## config.mk

```make
export PLATFORM = sky130hd
export DESIGN_NAME = alu_add_pipe
export DESIGN_NICKNAME = d
export VERILOG_FILES = /design/src/rtl/alu_add_pipe.sv
export SDC_FILE = /design/constraint.sdc
export NUM_CORES = 1
export LEC_CHECK = 0
export CORE_UTILIZATION = 25
export CTS_CLUSTER_SIZE = 24
export DETAILED_ROUTE_END_ITERATION = 8
export MAX_ROUTING_LAYER = met4
export PLACE_DENSITY_LB_ADDON = 0.1
export SLEW_MARGIN = 5
export SYNTH_ARGS = -nofsm -noshare
export SYNTH_HDL_FRONTEND = slang
export SYNTH_SLANG_ARGS = --single-unit
```

## constraint.sdc

```tcl
create_clock -name clk -period 5.2 [get_ports clk]
set_clock_uncertainty 0.2 [all_clocks]
set_input_delay 0.52 -clock clk [delete_from_list [all_inputs] [get_ports clk]]
set_output_delay 0.52 -clock clk [all_outputs]
set_load 0.005 [all_outputs]
```

## src/rtl/alu_add_pipe.sv

```systemverilog
// alu_add_pipe: pipelined adder/subtractor with carry, overflow and zero flags.
// The WIDTH-bit add is split into STAGES segments of SEG bits. Carries move
// between segments through pipeline registers, so each stage ripples only SEG
// bits. The whole pipe advances together when the output slot is free or is
// being drained (valid/ready handshake with full backpressure).
module alu_add_pipe #(
  parameter int WIDTH  = 32,
  parameter int STAGES = 4
) (
  input  logic             clk,
  input  logic             reset,
  input  logic             in_valid,
  output logic             in_ready,
  input  logic [WIDTH-1:0] a,
  input  logic [WIDTH-1:0] b,
  input  logic             ci,
  input  logic             sub,
  output logic             out_valid,
  input  logic             out_ready,
  output logic [WIDTH-1:0] sum,
  output logic             co,
  output logic             ovf,
  output logic             zero
);

  localparam int SEG  = WIDTH / STAGES;
  localparam int LAST = STAGES - 1;

  // Stage k registers hold the operation after segment k has been summed.
  logic [STAGES-1:0]             vld_r;
  logic [STAGES-1:0][WIDTH-1:0]  a_r;
  logic [STAGES-1:0][WIDTH-1:0]  b_r;
  logic [STAGES-1:0][WIDTH-1:0]  s_r;
  logic [STAGES-1:0]             c_r;
  logic                          co_r;
  logic                          ovf_r;
  logic                          zero_r;

  // What each stage sees on its input side, and what it will register.
  logic [STAGES-1:0]             v_in_s;
  logic [STAGES-1:0]             cin_s;
  logic [STAGES-1:0][WIDTH-1:0]  a_in_s;
  logic [STAGES-1:0][WIDTH-1:0]  b_in_s;
  logic [STAGES-1:0][WIDTH-1:0]  s_in_s;
  logic [STAGES-1:0][WIDTH-1:0]  s_nx_s;
  logic [STAGES-1:0]             c_nx_s;
  logic [SEG:0]                  seg_s;

  logic adv_s;
  logic msb_cin_s;
  logic co_nx_s;
  logic ovf_nx_s;
  logic zero_nx_s;
  logic unused_s;

  // A free or draining output slot lets every stage shift; in_ready ignores in_valid.
  assign adv_s    = ~vld_r[LAST] | out_ready;
  assign in_ready = adv_s;

  // Route the ports into stage 0 and each stage register into the next stage.
  always_comb begin
    v_in_s = '0;
    cin_s  = '0;
    a_in_s = '0;
    b_in_s = '0;
    s_in_s = '0;
    v_in_s[0] = in_valid;
    a_in_s[0] = a;
    if (sub) begin
      b_in_s[0] = ~b;
    end else begin
      b_in_s[0] = b;
    end
    s_in_s[0] = '0;
    cin_s[0]  = ci;
    for (int k = 1; k < STAGES; k++) begin
      v_in_s[k] = vld_r[k-1];
      a_in_s[k] = a_r[k-1];
      b_in_s[k] = b_r[k-1];
      s_in_s[k] = s_r[k-1];
      cin_s[k]  = c_r[k-1];
    end
  end

  // Each stage adds its own SEG-bit slice and drops it into the partial sum.
  always_comb begin
    seg_s  = '0;
    s_nx_s = '0;
    c_nx_s = '0;
    for (int k = 0; k < STAGES; k++) begin
      seg_s = {1'b0, a_in_s[k][k*SEG +: SEG]}
            + {1'b0, b_in_s[k][k*SEG +: SEG]}
            + {{SEG{1'b0}}, cin_s[k]};
      s_nx_s[k]                = s_in_s[k];
      s_nx_s[k][k*SEG +: SEG]  = seg_s[SEG-1:0];
      c_nx_s[k]                = seg_s[SEG];
    end
  end

  // Flags come from the final segment: carry into the MSB is recovered from
  // the MSB sum bit, so no extra adder is needed.
  always_comb begin
    msb_cin_s = a_in_s[LAST][WIDTH-1] ^ b_in_s[LAST][WIDTH-1] ^ s_nx_s[LAST][WIDTH-1];
    co_nx_s   = c_nx_s[LAST];
    ovf_nx_s  = msb_cin_s ^ co_nx_s;
    zero_nx_s = (s_nx_s[LAST] == {WIDTH{1'b0}});
  end

  // Operand bits already consumed by earlier stages are left for synthesis to prune.
  assign unused_s = ^{a_r, b_r, c_r, a_in_s, b_in_s};

  // Pipeline registers: clear on reset, shift on advance, otherwise hold.
  always_ff @(posedge clk) begin
    if (reset) begin
      vld_r  <= '0;
      a_r    <= '0;
      b_r    <= '0;
      s_r    <= '0;
      c_r    <= '0;
      co_r   <= 1'b0;
      ovf_r  <= 1'b0;
      zero_r <= 1'b0;
    end else if (adv_s) begin
      vld_r  <= v_in_s;
      a_r    <= a_in_s;
      b_r    <= b_in_s;
      s_r    <= s_nx_s;
      c_r    <= c_nx_s;
      co_r   <= co_nx_s;
      ovf_r  <= ovf_nx_s;
      zero_r <= zero_nx_s;
    end
  end

  assign out_valid = vld_r[LAST];
  assign sum       = s_r[LAST];
  assign co        = co_r;
  assign ovf       = ovf_r;
  assign zero      = zero_r;

endmodule

```

# Word-level counts from Yosys, hierarchy flattened
# Cells that the tools add are included.
totals:
  output_inout_bits: 37
  word_cells: 31
  inputBits: 70
  register_bits: 282
classes:
  reduce_logical: 1
  muxes: 1
  bitwise_logic: 6
  n_addsub: 8
ops:
  columns: ["operator", "n"]
  rows:
  - ["adder 8 x 8 -> 9 bit", 4]
  - ["adder 9 x 1 -> 9 bit", 4]
  - ["logical NOT 32 bit", 1]
  - ["two-way mux 32 bit", 1]
  - ["NOT 32 bit", 1]
  - ["bitwise XOR 1 bit", 3]
  - ["NOT 1 bit", 1]
  - ["bitwise OR 1 bit", 1]

# Logic depth before layout (Yosys ltp)
# Gate-level depths: netlist of the first run.
depth:
  depth_word: 4
  mapped_depth: 12
  depth_no_buf: 10

# Worst setup path after synthesis of the first run
# OpenSTA, ideal clock, no wires.
synth_timing:
  path_kind: "input to register"
  startpoint: "input port sub"
  endpoint: "register c_r[0]"
  arrival_time_ns: 2.856
  n_path_buf: 2
  required_ns: 4.866
  setup_time_ns: 0.134
  stages: 12
  slack_ns: 2.010
  cell_sequence: "clkbuf_1 > buf_2 > xnor2_1 > fa_1 > inv_1 > fa_1 > a21o_1 > a21oi_2 > nor2b_1 > or4_1 > a311oi_1 > a211oi_1"
synth_between:
  elab_chain_cells: 3
synth_rtl:
  columns: ["item", "line", "text"]
  rows:
  - ["start, declared", "17", "input logic sub,"]
  - ["two-way mux 32 bit", "69", "if (sub) begin"]
  - ["adder 8 x 8 -> 9 bit", "92", "+ {1'b0, b_in_s[k][k*SEG +: SEG]}"]
  - ["adder 9 x 1 -> 9 bit", "93", "+ {{SEG{1'b0}}, cin_s[k]};"]
  - ["end signal, assigned", "128", "c_r <= c_nx_s;"]
  - ["end, declared", "34", "logic [STAGES-1:0] c_r;"]
# Every way passes these cells.
# A chain may end at the register's enable or synchronous reset.

# Worst setup path in the final report of the first run
# Same ends and word-level chain as after synthesis.

==> results.txt, run 1 <==
Violated checks - design-rule violations
Critical path capture point - c_r[0]
DRT Pass-1 Iters - 6
Worst Path Class, Setup - input port to register
Clock sinks - 186
Initial antenna violation count - 0
Sequential share of the synthesized area - 0.471
Seq cells post-synth - 186
Core Area - 30800 µm²
Overall Global Routing Usage - 0.129
Clock-pin slew on the worst setup and hold paths - 0.08 ns
Routability Congestion - 0.704
Worst VDD drop - 0.207 mV
Pwr dens - 334 nW/µm²
Count of final hold-check violations - 0
Residual DRC count - 5
Io pins - 107
Layout cells sized above 1 - 0.0464
Post-synthesis average cell area - 8.24 µm²
Die area - 32300 µm²
Wirelength, routed - 20000 µm
ANT nets after route - 0
Min cycle time layout - 3.03 ns
Worst path cell trace - buf_2 > buf_4 > xnor2_1 > fa_1 > inv_1 > fa_1 > a21o_1 > a21oi_2 > nor2b_1 > or4_1 > a311oi_1 > a211oi_1
Post-synth EDFFs - 0
# setup viols final - 0
Setup TNS - 0 ns
Gr ovfl total - 0
Deepest clock path buffer count - 2
First-pass GRT wire length - 32700 µm
Top FF cell, synth - dfxtp_1
Initial Utilization - 0.256
Cells after synthesis - 960
TritonCTS clock tree - done
Ys async rst share - 0
Worst Path Arrival - 3.11 ns
Number of port buffers - 106
Worst skew pair latency - 0.43 ns
Crit path from - sub
Die Width - 180 µm
Synth warn - 0
H-tree depth - 4
Area Overhead vs Synth - 24.7%
Critical Path Fanout Max - 32
Post-Syn Area - 7910 µm²
Post-Layout Cell Count - 1431
Die height - 180 µm
Inserted Clock Buffers - 17
Slew headroom - 0.320
Final Slew Violations - 0
Yosys cell types - 40
FF-to-FF path depth - 10
Tcrit/Tclk final - 0.583
CP endpoint kind - register
Worst reg2reg startpoint - a_in_s[40]
# rows - 64
Antenna Cells - 0
Via count - 6303
Total power - 3.29 mW
Most common cell on crit path - fa_1
Post-CTS Setup Bufs - 0
Worst-Margin Slew - 1.02 ns
F_max - 330 MHz
Synthesized net count - 1066
Slowest library cell on the worst path - buf_4
Max-cap violations - 0
Worst Path Required - 5.28 ns
Hold_buf cts - 0
Largest net degree at the start of global routing - 170
Cell total after placement - 1399
Clock root buffer - clkbuf_16
Status - finished with violations
Post-cts sizing count - 0
Number of fill cells - 3284
Routed wire length per instance - 14.0 µm
Initial detailed-routing violation count - 318
Vias in the first global route - 5935
Via density per instance - 4.40
R2R Setup Slk - 2.59 ns
Worst Setup Start Kind - input port
Post-DP HPWL - 12700 µm
Max stage delay on crit path - 0.46 ns
Hold crit path type - register to register
Leakage - 3.72 nW
Nets - 1128
Worst flop-to-flop path endpoint - c_r[1]
RSZ-0062 raised after global routing - no
==> final cells by class <==
cell class | instances | area [µm²] | area share
Clock inverter | 14 | 176 | 0.0179
Clock buffer | 18 | 429 | 0.0435
Tap cell | 396 | 495 | 0.0502
Inverter | 16 | 65.1 | 0.00660
Timing Repair Buffer | 110 | 1110 | 0.113
Sequential cell | 186 | 3720 | 0.378
Multi-Input combinational cell | 691 | 3860 | 0.391
==> cells in the mapped netlist, types with 11 or more instances <==
master	count	area, µm²
nor2_1	50	188
buf_2	16	80.1
xnor2_1	34	298
a211oi_1	34	255
clkbuf_1	42	158
a21oi_1	144	721
nand3b_1	13	97.6
ha_1	28	350
xor2_1	14	123
nor2b_1	11	68.8
nand2_1	274	1030
dfxtp_1	186	3720
inv_1	15	56.3
==> flip-flops by register name (all words and copies together), names as in the netlist <==
name / flops
c_r: 3
a_in_s: 48
s_in_s: 48
zero: 1
sum: 32
co: 1
ovf: 1
b_in_s: 48
vld_r: 4
==> kinds of logic after synthesis <==
logic type	after synthesis	share of synthesized area
AO/OA/AOI/OAI	217	0.158
XOR/XNOR	48	0.0532
adder cells (fa/ha/maj)	36	0.0646
buffers and inverters	83	0.0419
flip-flops	186	0.471
AND/OR/NAND/NOR	390	0.211
==> metal layers <==
| layer | GRT usage | wire [µm] | up-vias |
|---|---|---|---|
| li1 | - | - | 3352 |
| met1 | 0.188 | 11100 | 2856 |
| met2 | 0.181 | 8330 | 85 |
| met3 | 0.0233 | 430 | 10 |
| met4 | 0.0352 | 136 | 0 |
| met5 | - | 0 | - |
==> where the power goes <==
part	switching, mW	internal (mW)
combinational	0.187	0.192
clock	0.643	0.694
sequential	0.0560	1.52
==> per-stage QoR <==
| stage | worst slack (ns) | utilization | area (µm²) | hold slack (ns) |
|---|---|---|---|---|
| after floorplan | 2.01 | - | 7910 | 0.232 |
| after global placement | 1.70 | 0.300 | 9260 | 0.240 |
| after detailed placement | 1.68 | 0.300 | 9260 | 0.245 |
| after CTS | 2.16 | 0.320 | 9860 | 0.252 |
| after global routing | 1.96 | 0.320 | 9860 | 0.270 |
| final | 2.17 | 0.320 | 9860 | 0.250 |
==> cell usage in the layout, fill, tap and decap left out, types with 2 or more instances in the layout <==
master           instances
clkinv_4                 3
o31ai_1                  5
xnor2_1                 34
nand4b_1                 6
or4_1                    6
a211oi_1                34
clkdlybuf4s50_1        104
xor2_1                  14
a21oi_1                144
o21ai_0                  9
nand2_1                274
fa_1                     8
nor3_1                   5
a21oi_2                  3
nand2b_1                 2
clkinv_8                 3
inv_1                   15
a21o_1                   7
clkbuf_16               17
nor2b_1                 10
buf_4                    2
nand3b_1                13
inv_6                    4
o41ai_1                  3
nor4_1                   7
buf_12                   2
inv_8                    4
or2_2                    3
o21ai_1                  3
nand3_1                  6
or3_1                    2
a311oi_1                 3
o21a_1                   3
ha_1                    28
nor2_1                  50
dfxtp_1                186
==> critical path, delay by kind of cell <==
family / cells / cell delay, ns
xor gates and xnor gates: 1 / 0.20
AOI/OAI and AO/OA: 4 / 0.69
and+or+nand+nor: 2 / 0.48
buffers and inverters: 3 / 0.60
adders and majority gates: 2 / 0.62
==> worst min path at each step <==
stage,start,endpoint,slack [ns],depth (start not counted)
2_1_floorplan,a_in_s[40],a_in_s[40],0.23,2
3_3_place_gp,sum[11],sum[11],0.24,2
3_5_place_dp,s_in_s[68],s_in_s[68],0.24,2
4_1_cts,s_in_s[69],s_in_s[101],0.25,2
5_1_grt,s_in_s[71],s_in_s[71],0.27,2
6_report,sum[16],sum[16],0.25,2
Power figures use the tool's default switching activity.
==> run 2: changes to the inputs <==
==> constraint.sdc (replaced) <==
create_clock -name clk -period 2.9 [get_ports clk]
set_clock_uncertainty 0.2 [all_clocks]
set_input_delay 0.29 -clock clk [delete_from_list [all_inputs] [get_ports clk]]
set_output_delay 0.29 -clock clk [all_outputs]
set_load 0.005 [all_outputs]
==> results.txt, run 2 (same netlist as run 1, synthesis figures left out) <==
Clock root buffer - clkbuf_16
Commonest cells after routing, fill and taps aside - 274 x nand2_1, 186 x dfxtp_1, 144 x a21oi_1
Leakage - 3.76 nW
Status - finished with violations
Post-DP HPWL - 13400 µm
Core Area - 30800 µm²
Worst Setup Start Kind - input port
Final Cell Area - 9940 µm²
Die height - 180 µm
Area Overhead vs Synth - 25.6%
RSZ-0062 raised after global routing - no
Nets - 1139
Dpl ws - -0.211 ns
Crit path max-delay family - compound AO/OA/AOI/OAI gates
WP buf/inv - 2
Die area - 32300 µm²
Worst skew pair latency - 0.44 ns
H-tree depth - 4
Io pins - 107
F_max - 374 MHz
First-pass GRT wire length - 33100 µm
ANT nets after route - 0
Worst Path Class, Setup - input port to register
WHS - 0.192 ns
Post-Layout Cell Count - 1442
Clock sinks - 186
Post-cts sizing count - 0
Slowest library cell on the worst path - clkdlybuf4s50_1
Via density per instance - 4.36
Number of fill cells - 3293
Violated checks - design-rule violations
Worst Path Arrival - 2.77 ns
Initial detailed-routing violation count - 308
Worst Path Required - 2.99 ns
Most common cell on crit path - fa_1
Inserted Clock Buffers - 17
Hold crit path type - input port to register
Pwr dens - 591 nW/µm²
# setup viols final - 0
Number of port buffers - 106
Setup TNS - 0 ns
DRT Pass-1 Iters - 8
Wirelength, routed - 20100 µm
Largest net degree at the start of global routing - 145
Slew headroom - 0.542
Tcrit/Tclk final - 0.923
Cell total after placement - 1410
Deepest clock path buffer count - 2
Final Slew Violations - 0
Clock-pin slew on the worst setup and hold paths - 0.08 ns
Worst path cell trace - clkdlybuf4s50_1 > xnor2_1 > fa_1 > inv_1 > fa_1 > a21o_1 > a21oi_2 > nor2b_1 > or4_1 > a311oi_1 > a211oi_1
Most common cell after layout, fill and taps aside - nand2_1
Worst VDD drop - 0.379 mV
Vias in the first global route - 6144
Antenna Cells - 0
Max stage delay on crit path - 0.47 ns
TritonCTS clock tree - done
Critical Path Fanout Max - 2
Initial Utilization - 0.256
Hold_buf cts - 0
Post-CTS Setup Bufs - 0
Routability Congestion - 0.741
Layout cells sized above 1 - 0.0574
Residual DRC count - 6
Max-cap violations - 0
Initial antenna violation count - 0
Count of final hold-check violations - 0
Gr ovfl total - 0
Total power - 5.87 mW
Routed wire length per instance - 13.9 µm
Util after Layout - 0.322
Worst-Margin Slew - 0.687 ns
Cell Area, Placed - 9350 µm²
Overall Global Routing Usage - 0.131
CP endpoint kind - register
# rows - 64
Die Width - 180 µm
Worst Setup Slack, final - 0.223 ns
Via count - 6294
Min cycle time layout - 2.68 ns
run 2: changes by cell type in the layout (fill, tap and decap cells not counted), sizes merged:
cell / previous run / this run
buf: 6 / 17
clkinvlp: 0 / 1
inv: 23 / 24
clkbuf: 18 / 17
clkinv: 6 / 5
run 2: final timing paths:
kind	cells past startpoint	slack, ns	from	end
setup / recovery	11	0.22	b[0]	c_r[0]
hold / removal	3	0.19	reset	sum[26]
setup reg to reg	10	0.30	c_r[0]	c_r[1]
hold reg to reg	2	0.25	sum[8]	sum[8]
run 2: worst register-to-register path, cell delays in order (launching register included):
cell,delay (ns)
dfxtp_1,0.30
inv_1,0.09
fa_1,0.21
inv_1,0.06
fa_1,0.40
a21o_1,0.19
a21oi_2,0.17
nor2b_1,0.08
or4_1,0.40
a311oi_1,0.28
a211oi_1,0.08
run 2: final cells by class:
cell class | count | area, µm² | area share
Sequential cell | 186 | 3720 | 0.375
Timing Repair Buffer | 121 | 1210 | 0.122
Multi-Input combinational cell | 691 | 3860 | 0.388
Clock buffer | 17 | 425 | 0.0428
Tap cell | 396 | 495 | 0.0499
Inverter | 16 | 65.1 | 0.00655
Clock inverter | 15 | 159 | 0.0160
run 2: per-layer routing:
metal | up-vias | part of all wire | track usage
met1 | 2827 | 0.55 | 0.185
li1 | 3367 | - | -
met2 | 89 | 0.41 | 0.189
met4 | 0 | 0.0080 | 0.0372
met5 | - | 0 | -
met3 | 11 | 0.030 | 0.0255
run 2: report_power, final:
group	internal (mW)	total [mW]	switching, mW
Combinational	0.359	0.691	0.333
Clock	1.22	2.35	1.13
Sequential	2.72	2.83	0.102
==> run 3: changes to the inputs <==
--- a/config.mk
+++ b/config.mk
@@ -8,7 +8,7 @@
 export CORE_UTILIZATION = 25
 export CTS_CLUSTER_SIZE = 24
 export DETAILED_ROUTE_END_ITERATION = 8
-export MAX_ROUTING_LAYER = met4
+export DONT_BUFFER_PORTS = 1
 export PLACE_DENSITY_LB_ADDON = 0.1
 export SLEW_MARGIN = 5
 export SYNTH_ARGS = -nofsm -noshare
==> results.txt, run 3 (same netlist as run 1, synthesis figures left out) <==
Status - finished with violations
Violated checks - design-rule violations
WHS - 0.0396 ns
Worst reg2reg startpoint - c_r[2]
Net Sw Frac - 0.249
CP endpoint kind - register
RSZ-0062 raised after global routing - no
First-pass GRT wire length - 35300 µm
Comb power frac - 0.119
Worst path cell trace - fa_1 > inv_1 > fa_1 > nand2b_1 > a21oi_1 > nor2_1 > nand2_1 > a21oi_1 > dlygate4sd3_1
# rows - 64
Deepest clock path buffer count - 2
Worst skew pair latency - 0.44 ns
Worst Path Class, Setup - register to register
Final Slew Violations - 0
Tcrit/Tclk final - 0.903
TritonCTS clock tree - done
Clock-pin slew on the worst setup and hold paths - 0.07 ns
Die height - 180 µm
Setup TNS - 0 ns
Min-delay src - a[6]
H-tree depth - 4
Worst Path Arrival - 2.74 ns
Antenna Cells - 0
DRT Pass-1 Iters - 6
Die area - 32300 µm²
Clk network pwr share - 0.415
Core Area - 30800 µm²
Largest net degree at the start of global routing - 140
# setup viols final - 0
WP buf/inv - 2
Hold Path Depth - 3
Min cycle time layout - 2.62 ns
Worst VDD drop - 0.406 mV
Post-DP HPWL - 13200 µm
Routability Congestion - 0.696
Layout cells sized above 1 - 0.0478
Clock root buffer - clkbuf_16
Crit path max-delay family - adder cells
Worst flop-to-flop path endpoint - sum[28]
Residual DRC count - 7
Nets - 1160
R2R Setup Slk - 0.28 ns
Worst Setup Start Kind - register
Wirelength, routed - 21200 µm
Pwr dens - 594 nW/µm²
Io pins - 107
Slowest library cell on the worst path - dlygate4sd3_1
Commonest cells after routing, fill and taps aside - 274 x nand2_1, 186 x dfxtp_1, 144 x a21oi_1
Critical Path Fanout Max - 3
Initial Utilization - 0.256
Area Overhead vs Synth - 29.3%
Vias in the first global route - 6402
Number of port buffers - 0
Overall Global Routing Usage - 0.136
Post-cts sizing count - 0
Hold crit path type - input port to register
Die Width - 180 µm
Via density per instance - 4.44
Inserted Clock Buffers - 17
Max-cap violations - 0
F_max - 382 MHz
NetSw - 1.51 mW
Total power - 6.08 mW
Clock sinks - 186
Routed wire length per instance - 14.5 µm
FF-to-FF path depth - 9
Initial antenna violation count - 0
Via count - 6492
ANT nets after route - 0
Int Pwr - 4.57 mW
Max stage delay on crit path - 0.54 ns
Worst Path Required - 3.02 ns
Initial detailed-routing violation count - 314
Count of final hold-check violations - 0
Slew headroom - 0.610
Hold Path End - s_in_s[38]
Share of power burned in registers - 0.466
Gr ovfl total - 0
Worst-Margin Slew - 0.585 ns
Leakage - 4.06 nW
Most common cell after layout, fill and taps aside - nand2_1
run 3: how the worst max path moves through the flow:
stage | from | endpoint | slack (ns) | depth (start not counted)
after floorplan | sub | c_r[0] | 0.006 | 12
after global placement | sub | c_r[0] | 0.25 | 10
after detailed placement | sub | c_r[0] | 0.24 | 10
after CTS | c_r[2] | sum[28] | 0.28 | 9
after global routing | c_r[2] | sum[28] | 0.11 | 9
final | c_r[2] | sum[28] | 0.28 | 9
run 3: repair_timing:
action / in CTS / in global routing
endpoints found under the hold margin: 186 / 0
hold buffers: 134 / 0
buffers inserted: 0 / 0
run 3: per-layer routing:
layer / up-vias / GRT usage / share of wire
met1: 2986 / 0.193 / 0.52
li1: 3415 / - / -
met4: 0 / 0.0383 / 0.0090
met5: - / 0 / 0
met3: 9 / 0.0334 / 0.041
met2: 82 / 0.203 / 0.43
run 3: final cells by class:
cell class,count,area [µm²]
multi-input cells,691,3860
inverters,16,65.1
flip-flops and latches,186,3720
clock inverters,11,156
well taps,396,495
fillers,3303,20600
repair buffers,142,1460
clock buffers,21,470
run 3: stage by stage:
stage,util,setup slack (ns),instance area (µm²),instances
floorplan,-,0.00638,7910,960
global placement,0.267,0.251,8240,1297
detailed placement,0.267,0.241,8240,1297
CTS,0.332,0.282,10200,1463
global route,0.332,0.109,10200,1463
finish,0.332,0.280,10200,1463
run 3: worst reg2reg max path: cells and delay by family (launching register included):
kind	cells	cell delay (ns)
AO/OA/AOI/OAI	2	0.32
adder cells (fa/ha/maj)	2	0.61
buffers and inverters	2	0.60
flip-flops	1	0.38
AND/OR/NAND/NOR	3	0.38
run 3: power groups by stage:
stage	Clock (mW)	Combinational [mW]	Sequential, mW
detailed placement	0	0.511	2.90
floorplan	0	0.434	2.86
finish	2.52	0.723	2.83
CTS	2.63	0.735	2.84
global placement	0	0.515	2.89
global route	2.73	0.816	2.86
